--- src/rtl/instr_encoder_loader.sv ---
// instr_encoder_loader: encodes decoded control bundles back into 32-bit
//   instruction words and streams them into instruction memory at consecutive
//   byte addresses (+4 per word) starting from BASE_ADDR.
// Latency: a legal bundle accepted in cycle N is presented on IMEM_WE/WDATA
//   from N+1 onwards; with IMEM_READY held high, one word per cycle.
// Backpressure: IMEM_READY low freezes the write outputs and fills the FIFO;
//   IN_READY drops when the FIFO is full or the session is not running.
//
// Ports:
//   CLK, RESET_N            clock, async active-low reset
//   START, BASE_ADDR        session start pulse and first write address
//   IN_VALID/IN_READY/LAST  bundle handshake, LAST marks the session's final bundle
//   ALUOP..BRAUNCOND        decoded control bundle; RD/RS1/OPB operand fields
//   IMEM_WE/READY/ADDR/WDATA  instruction memory write port
//   BUSY, DONE, ERROR       session status (ERROR sticky per session)
//   WORD_COUNT, ERR_COUNT   words written / bundles rejected this session

// Generic synchronous FIFO; head is visible on pop_dat whenever not empty.
// Latency: one cycle from push to visibility at the head.
// Backpressure: caller must not push when full nor pop when empty.
module fifo #(
  parameter int W     = 32,
  parameter int DEPTH = 4
) (
  input  logic         clk,
  input  logic         rst_n,
  input  logic         push_vld,
  input  logic [W-1:0] push_dat,
  input  logic         pop_vld,
  output logic [W-1:0] pop_dat,
  output logic         full,
  output logic         empty
);
  localparam int AW = $clog2(DEPTH);

  logic [W-1:0] mem [DEPTH];
  // Pointers carry one extra wrap bit to tell full from empty.
  logic [AW:0]  wr_ptr;
  logic [AW:0]  rd_ptr;

  assign empty   = (wr_ptr == rd_ptr);
  assign full    = (wr_ptr[AW] != rd_ptr[AW]) && (wr_ptr[AW-1:0] == rd_ptr[AW-1:0]);
  assign pop_dat = mem[rd_ptr[AW-1:0]];

  always_ff @(posedge clk or negedge rst_n) begin
    if (!rst_n) begin
      wr_ptr <= '0;
      rd_ptr <= '0;
    end else begin
      if (push_vld) wr_ptr <= wr_ptr + 1'b1;
      if (pop_vld)  rd_ptr <= rd_ptr + 1'b1;
    end
  end

  // Storage needs no reset: entries are only observed between push and pop.
  always_ff @(posedge clk) begin
    if (push_vld) mem[wr_ptr[AW-1:0]] <= push_dat;
  end
endmodule

module instr_encoder_loader #(
  parameter int ADDR_W = 8,
  parameter int DEPTH  = 4,
  parameter int CNT_W  = 8
) (
  input  logic              CLK,
  input  logic              RESET_N,
  input  logic              START,
  input  logic [ADDR_W-1:0] BASE_ADDR,
  input  logic              IN_VALID,
  output logic              IN_READY,
  input  logic              IN_LAST,
  input  logic [2:0]        ALUOP,
  input  logic              MUXIMM,
  input  logic              MOV_SELECT,
  input  logic              BRAZ,
  input  logic              BRANZ,
  input  logic              BRAUNCOND,
  input  logic [7:0]        RD,
  input  logic [7:0]        RS1,
  input  logic [7:0]        OPB,
  output logic              IMEM_WE,
  input  logic              IMEM_READY,
  output logic [ADDR_W-1:0] IMEM_ADDR,
  output logic [31:0]       IMEM_WDATA,
  output logic              BUSY,
  output logic              DONE,
  output logic              ERROR,
  output logic [CNT_W-1:0]  WORD_COUNT,
  output logic [CNT_W-1:0]  ERR_COUNT
);
  typedef enum logic [1:0] {S_IDLE, S_RUN, S_FLUSH, S_DONE} state_t;

  state_t      state;
  logic        legal;
  logic [3:0]  opcode;
  logic [31:0] enc_word;
  logic [31:0] head;
  logic        full;
  logic        empty;
  logic        in_fire;
  logic        push;
  logic        pop;
  logic        any_br;
  logic        one_br;

  // ---------------------------------------------------------------- encoder
  assign any_br = BRAZ | BRANZ | BRAUNCOND;
  assign one_br = ({BRANZ, BRAZ, BRAUNCOND} == 3'b100) ||
                  ({BRANZ, BRAZ, BRAUNCOND} == 3'b010) ||
                  ({BRANZ, BRAZ, BRAUNCOND} == 3'b001);

  always_comb begin
    legal  = 1'b0;
    opcode = 4'h0;
    if (!any_br && !MOV_SELECT && !ALUOP[2]) begin
      // Plain ALU ops: opcode packs the ALU function and the immediate select.
      legal  = 1'b1;
      opcode = {1'b0, ALUOP[1:0], MUXIMM};
    end else if (!any_br && MOV_SELECT && (ALUOP == 3'b100) && MUXIMM) begin
      legal  = 1'b1;
      opcode = 4'h8;
    end else if (!MOV_SELECT && one_br) begin
      // Branches ignore ALUOP and MUXIMM entirely.
      legal = 1'b1;
      if (BRANZ)     opcode = 4'h9;
      else if (BRAZ) opcode = 4'hA;
      else           opcode = 4'hB;
    end
  end

  assign enc_word = {4'h0, opcode, RD, RS1, OPB};

  // -------------------------------------------------------------- handshakes
  assign IN_READY   = (state == S_RUN) && !full;
  assign in_fire    = IN_VALID && IN_READY;
  assign push       = in_fire && legal;
  assign IMEM_WE    = !empty && ((state == S_RUN) || (state == S_FLUSH));
  assign pop        = IMEM_WE && IMEM_READY;
  // Gate the data so the write port reads zero whenever no write is offered.
  assign IMEM_WDATA = IMEM_WE ? head : 32'h0;

  fifo #(
    .W     (32),
    .DEPTH (DEPTH)
  ) u_fifo (
    .clk      (CLK),
    .rst_n    (RESET_N),
    .push_vld (push),
    .push_dat (enc_word),
    .pop_vld  (pop),
    .pop_dat  (head),
    .full     (full),
    .empty    (empty)
  );

  // --------------------------------------------------------- session control
  always_ff @(posedge CLK or negedge RESET_N) begin
    if (!RESET_N) begin
      state      <= S_IDLE;
      IMEM_ADDR  <= '0;
      BUSY       <= 1'b0;
      DONE       <= 1'b0;
      ERROR      <= 1'b0;
      WORD_COUNT <= '0;
      ERR_COUNT  <= '0;
    end else begin
      case (state)
        S_IDLE, S_DONE: begin
          if (START) begin
            state      <= S_RUN;
            IMEM_ADDR  <= BASE_ADDR;
            BUSY       <= 1'b1;
            DONE       <= 1'b0;
            ERROR      <= 1'b0;
            WORD_COUNT <= '0;
            ERR_COUNT  <= '0;
          end
        end
        S_RUN: begin
          // An illegal final bundle still ends the input phase.
          if (in_fire && IN_LAST) state <= S_FLUSH;
        end
        S_FLUSH: begin
          // Empty FIFO means the last write has already been accepted.
          if (empty) begin
            state <= S_DONE;
            BUSY  <= 1'b0;
            DONE  <= 1'b1;
          end
        end
        default: state <= S_IDLE;
      endcase

      // Pops and rejects only happen in RUN/FLUSH, never alongside the clears.
      if (pop) begin
        IMEM_ADDR  <= IMEM_ADDR + ADDR_W'(4);
        WORD_COUNT <= WORD_COUNT + 1'b1;
      end
      if (in_fire && !legal) begin
        ERR_COUNT <= ERR_COUNT + 1'b1;
        ERROR     <= 1'b1;
      end
    end
  end
endmodule

--- config.mk ---
export PLATFORM = sky130hd
export DESIGN_NAME = instr_encoder_loader
export DESIGN_NICKNAME = d
export VERILOG_FILES = /design/src/rtl/instr_encoder_loader.sv
export SDC_FILE = /design/constraint.sdc
export NUM_CORES = 1
export LEC_CHECK = 0
export CELL_PAD_IN_SITES_DETAIL_PLACEMENT = 1
export CELL_PAD_IN_SITES_GLOBAL_PLACEMENT = 2
export CORE_UTILIZATION = 42
export DETAILED_ROUTE_END_ITERATION = 16
export GPL_TIMING_DRIVEN = 0
export HOLD_SLACK_MARGIN = 0.15
export PLACE_DENSITY = 0.88
export RECOVER_POWER = 100
export SETUP_SLACK_MARGIN = 0.15
export SYNTH_ARGS = -nofsm -noshare
export SYNTH_HDL_FRONTEND = slang
export SYNTH_HIERARCHICAL = 1
export SYNTH_SLANG_ARGS = --single-unit
--- constraint.sdc ---
create_clock -name CLK -period 4 [get_ports CLK]
set_input_delay 0.4 -clock CLK [delete_from_list [all_inputs] [get_ports CLK]]
set_output_delay 0.4 -clock CLK [all_outputs]
set_load 0.005 [all_outputs]
Word level (Yosys, flattened, before mapping):

Memory sizes are Yosys's and may differ from the RTL's.
Index checks and enable logic that the tools add are counted.

* bitwise gates (word level): 2
* equal/unequal tests: 13
* add/sub/neg operators: 5
* multiplexer cells: 30
* reduce and logical (&&, ||, !) cells: 34

Operators by type and width (count)
* 8-bit two-way mux: 7
* 32-bit two-way mux: 1
* 8-bit by 1-bit adder with 8-bit output (second input constant): 2
* 1-bit logical AND: 14
* 1-bit two-way mux: 12
* 4-bit two-way mux: 3
* 2-bit nonzero test: 5
* 8-bit by 3-bit adder with 8-bit output (second input constant): 1
* 2-bit two-way mux: 4
* 3-bit by 1-bit adder with 3-bit output (second input constant): 2
* 3-bit equality test (second input constant): 2
* 1-bit zero test: 6
* 2-bit case mux with 3 select lines: 1
* 3-bit AND reduction: 2
* 2-bit equality test (second input constant): 2
* 2-bit != test (second input constant): 2
* 1-bit case mux with 2 select lines: 2
* 2-bit AND reduction: 2
* 3-bit by 1-bit equality test with 1-bit output (second input constant): 1
* 3-bit by 2-bit equality test with 1-bit output (second input constant): 1
* 3-bit equality test: 1
* 1-bit logical OR: 3
* 2-bit by 1-bit equality test with 1-bit output (second input constant): 1
* 2-bit equality test: 1
* other kinds (5): 6

* input port bits: 46
* register bits after elaboration: 35
* output and inout bits: 61
* memory bits (writable): 112
* memories kept: 1

Memories
* u_fifo.mem: depth 4, width 28, read ports 1, clocked after memory_dff 0, write ports 1, RTL line 36 `logic [W-1:0] mem [DEPTH];`

Longest topological paths before layout:

Gate-level depths: netlist (run 1).

* word-level depth: 12
* gate-level depth with buffers: 11

Modules after synthesis:

Netlist (run 1), hierarchy kept.

By module, submodules not included
* fifo: area an instance 5013.6 um^2, times used 1, sequential area each 3993.8 um^2, cells each 198
* instr_encoder_loader: area an instance 1844.3 um^2, times used 1, sequential area each 725.7 um^2, cells each 212

Least setup slack after synthesis (run 1):

No wires, ideal clock.

* kind: flip-flop to flip-flop
* start: reg u_fifo.rd_ptr[0]
* end: mem u_fifo/mem[3][0] (netlist bit) (enable)
* slack: 1.384 ns
* required time: 3.606 ns
* path buffers: 2
* arrival time: 2.223 ns
* stages on the path, launching flop included: 8
* cells stage by stage: dfrtp_1 buf_6 buf_12 xor2_1 nor3_1 nand3b_1 nor2_1 and2_1

* cells in the longest elaborated chain, start to end: 8

Ends and longest elaborated chain
* start, declared: RTL line 39 `logic [AW:0] rd_ptr;`
* start signal, assigned: RTL line 51 `if (pop_vld) rd_ptr <= rd_ptr + 1'b1;`
* 2-bit equality test: RTL line 42 `assign full = (wr_ptr[AW] != rd_ptr[AW]) && (wr_ptr[AW-1:0] == rd_ptr[AW-1:0]);`
* 1-bit logical AND: RTL line 42
* named net full: RTL line 99 `logic full;`
* 1-bit zero test: RTL line 135 `assign IN_READY = (state == S_RUN) && !full;`
* 1-bit logical AND: RTL line 135
* 1-bit logical AND: RTL line 136 `assign in_fire = IN_VALID && IN_READY;`
* 1-bit logical AND: RTL line 137 `assign push = in_fire && legal;`
* named net push: RTL line 102 `logic push;`
* 1-bit two-way mux: RTL line 57 `if (push_vld) mem[wr_ptr[AW-1:0]] <= push_dat;`
* 1-bit two-way mux (not written as such): RTL line 57
* end, declared: RTL line 36

The timed path passes the listed nets, and every way through them passes these cells.

Worst setup path after layout (run 1):

* start: reg u_fifo.rd_ptr[0]
* end: out IMEM_WDATA[20]

* cells in the longest elaborated chain, start to end: 4
* elaborated cells on any way between the ends: 5
* those cells by class: eq/ne: 1; mux: 1; reduce/logical: 2; memory: 1

Ends and longest elaborated chain
* 3-bit equality test: RTL line 41 `assign empty = (wr_ptr == rd_ptr);`
* named net empty: RTL line 100 `logic empty;`
* 1-bit zero test: RTL line 138 `assign IMEM_WE = !empty && ((state == S_RUN) || (state == S_FLUSH));`
* 1-bit logical AND: RTL line 138
* 32-bit two-way mux: RTL line 141 `assign IMEM_WDATA = IMEM_WE ? head : 32'h0;`
* end, declared: RTL line 85 `output logic [31:0] IMEM_WDATA,`

The timed path passes the listed nets, and every way through them passes these cells.

==> impl_metrics.csv, run 1 <==
group,metric,value,unit
global_routing,grt_use_total,19.31,%
drt,ant_nets,0,
sta,finalSetupViolCount,0,
drt,vias,3987,
global_routing,grt_max_degree,36,
floorplanning,num_io_pins,107,
global_routing,grt_pass1_wl,23400,µm
cells_and_area,fin_util,55.14,%
sta,tightest_slew,1947,ps
critical_path,path_max_fanout,10,
logic_synthesis,syn_avg_cell_area,16.73,µm²
floorplanning,die_area,16840,µm²
sta,fin_skew,10.55,ps
power_and_ir_drop,pwr-share-seq,36.1,%
global_routing,grt-ovfl-total,0,
sta,holdWs,471.8,ps
cells_and_area,area_delta_synth_final,27.71,%
floorplanning,die_h,129.8,µm
power_and_ir_drop,ir_worst_vdd,362.6,µV
job,maxCapViolCount,1,
placement,port_buffers,106,
power_and_ir_drop,cellPowerDensity,668.7,nW/µm²
drt,post_drt_wl_per_cell,19.30,µm
cts,cts_buffers,17,
logic_synthesis,synth_edf_count,128,
global_routing,antenna_found_initial,2,
power_and_ir_drop,p_leak,3.204,nW
power_and_ir_drop,p_switching,0.001810,W
floorplanning,placeableCoreArea,15890,µm²
floorplanning,initial_core_util,43.17,%
logic_synthesis,synth-seq-area-share,68.82,%
cts,clockRootBuffer,"clkbuf_16",
placement,place_area,8273,µm²
logic_synthesis,synthCells,410,
power_and_ir_drop,power_frac_comb,38.1,%
logic_synthesis,synth-seq-cells,163,
critical_path,r2r_slack,730,ps
power_and_ir_drop,switching_share,30.91,%
logic_synthesis,async_flop_share,21.47,%
cts,clkTransAtPathRegs,60,ps
critical_path,start_kind,"flip-flop",
cells_and_area,nets,608,
logic_synthesis,synthMostInstantiatedCell,"edfxtp_1",
floorplanning,num_rows,46,
cts,cts.sinks,163,
logic_synthesis,yosys-top-cells-count,"128 x edfxtp_1, 39 x and2_1, 37 x nand2_1",
placement,post-place-ws,754.8,ps
sta,slew_viol_final,36,
logic_synthesis,synthDistinctLibCells,49,
critical_path,worstPathArrival,3220,ps
critical_path,cp_slowest_cell,"nor3b_1",
logic_synthesis,synth.area.top_cells,"edfxtp_1 56%, dfrtp_1 13%, mux4_2 9.2%",
cells_and_area,drive_above_1_share,13.81,%
min_path,min_path_type,"reg -> reg",
status,status,"finished, violations left",
sta,fmax,276.6,MHz
logic_synthesis,ys.flop_type,"edfxtp_1",
critical_path,max_stage_delay,660,ps
logic_synthesis,syn-cell-area,6858,µm²
sta,tns,0,ps
drt,wl,15100,µm
cts,htreeDepth,4,
cts,tritoncts,"done",
sta,hold_violations,0,
sta,fin_crit,3616,ps
cells_and_area,final_area,8758,µm²
critical_path,crit_path_end_kind,"output pin",
power_and_ir_drop,p_int,0.004047,W
global_routing,grt_pass1_vias,4239,
drt,dr.pass1.iters,4,
cts,clockBufferDepth,2,
sta,setup_slack,384.4,ps
critical_path,required,3600,ps
status,violations,"max-capacitance violations, max-slew violations",
cts,post_cts_buffers,0,
logic_synthesis,synth_top_area_share,56.05,%
cts,insertion_delay,430,ps
critical_path,crit_chain,"buf_6 > buf_12 > xor2_1 > nor3b_1 > nor2_4 > clkbuf_1 > and2_1 > dlygate4sd3_1",
power_and_ir_drop,power_frac_clock,25.8,%
placement,dp_hpwl,10120,µm
drt,drt_iter0_markers,240,
drt,drc,0,
drt,drt-vias-per-instance,5.098,
sta,slew_headroom,-29.79,%
floorplanning,die_w,129.8,µm
logic_synthesis,synth_top_area_cell,"edfxtp_1",
critical_path,worst-setup-path-type,"reg -> out",
sta,post-route-period-util,90.39,%
sta,rsz0062_at_grt,"no",
logic_synthesis,ys_warn_count,6,
placement,place.gp.congestion,0.7727,
## cells by family (layout without fill, tap and decap cells)
logic type	count (synthesis)	after routing	synth area share, %
flops	163	163	68.82
simple gates	123	123	10.25
compound gates	43	43	4.032
mux	35	35	11.18
buf+inv	25	165	2.554
fa+ha+maj	10	10	1.824
xor+xnor	10	10	1.277
other cells	1	17	0.05468
## cell usage in the layout, fill, tap and decap left out, drive strengths merged, types with 13 or more instances in the layout
cell type | netlist | final
and2 | 40 | 40
dfrtp | 35 | 35
nor2 | 14 | 14
clkdlybuf4s50 | 0 | 40
o21ai | 21 | 21
dlygate4sd3 | 0 | 66
edfxtp | 128 | 128
mux4 | 32 | 32
clkbuf | 3 | 27
nand3 | 13 | 13
nand2 | 38 | 38
conb | 1 | 16
## critical path, delay by kind of cell, from the launching register on
kind,cells,cell delay [ps]
xor gates and xnor gates,1,170
and+or+nand+nor,3,1030
DFF,1,400
buffers and inverters,4,1180
## per-stage QoR
stage               instances  total power, W
finish                    782        0.005857
global route              782        0.006185
CTS                       781        0.006084
detailed placement        748        0.004551
global placement          747        0.004455
floorplan                 425        0.003415
## cell type report
type / instances / area (µm²)
Timing Repair Buffer: 108 / 1092
Antenna cell: 1 / 2.502
Clock buffer: 20 / 436.7
Sequential cell: 163 / 4720
Clock inverter: 12 / 108.9
Fill cell: 1560 / 7127
Tap cell: 216 / 270.3
Buffer: 15 / 118.9
Multi-Input combinational cell: 237 / 1971
Inverter: 10 / 38.79
## power groups by stage
stage / Combinational [W] / Sequential [W] / Clock, W
6_report: 0.00223 / 0.00211 / 0.00151
3_3_place_gp: 0.00231 / 0.00214 / 0
2_1_floorplan: 0.00128 / 0.00213 / 0
4_1_cts: 0.00242 / 0.00212 / 0.00154
5_1_grt: 0.00246 / 0.00213 / 0.00159
3_5_place_dp: 0.00240 / 0.00215 / 0
## routing by layer
layer	global-route usage, %	routed length, µm	vias up
met5	0	13	-
li1	-	-	1830
met1	24.48	6586	2054
met4	7.182	152	2
met3	5.207	588	13
met2	31.96	7753	88
## final timing paths
path	startpoint	end	cells after the start
worst max register to register	u_fifo/rd_ptr[0]$_DFFE_PN0P_	u_fifo/mem[3][23]$_DFFE_PP_	8
max in group asynchronous	RESET_N	u_fifo/wr_ptr[0]$_DFFE_PN0P_	2
worst min-delay path	WORD_COUNT[7]$_DFFE_PN0P_	WORD_COUNT[7]$_DFFE_PN0P_	1
worst min register to register	WORD_COUNT[7]$_DFFE_PN0P_	WORD_COUNT[7]$_DFFE_PN0P_	1
min in group asynchronous	RESET_N	IMEM_ADDR[5]$_DFFE_PN0P_	2
worst max-delay path	u_fifo/rd_ptr[0]$_DFFE_PN0P_	IMEM_WDATA[20]	8
## state kept, by name (all words and copies together), names as in the netlist
name / count
BUSY: 1
IMEM_ADDR: 8
u_fifo/mem: 128
WORD_COUNT: 8
DONE: 1
ERROR: 1
u_fifo/wr_ptr: 3
state: 2
ERR_COUNT: 8
u_fifo/rd_ptr: 3
## repair_timing
| action | CTS | global route |
|---|---|---|
| hold endpoints to repair | 35 | 0 |
| gates resized for setup | 0 | 0 |
| hold buffers | 1 | 0 |
Power figures use the tool's default switching activity.
==> inputs of run 2 (changes only) <==
Settings changed: ABC_CLOCK_PERIOD_IN_PS from default to 4000.
==> results of run 2 <==
No change in the layout: final DEF, timing and power equal those of run 1.
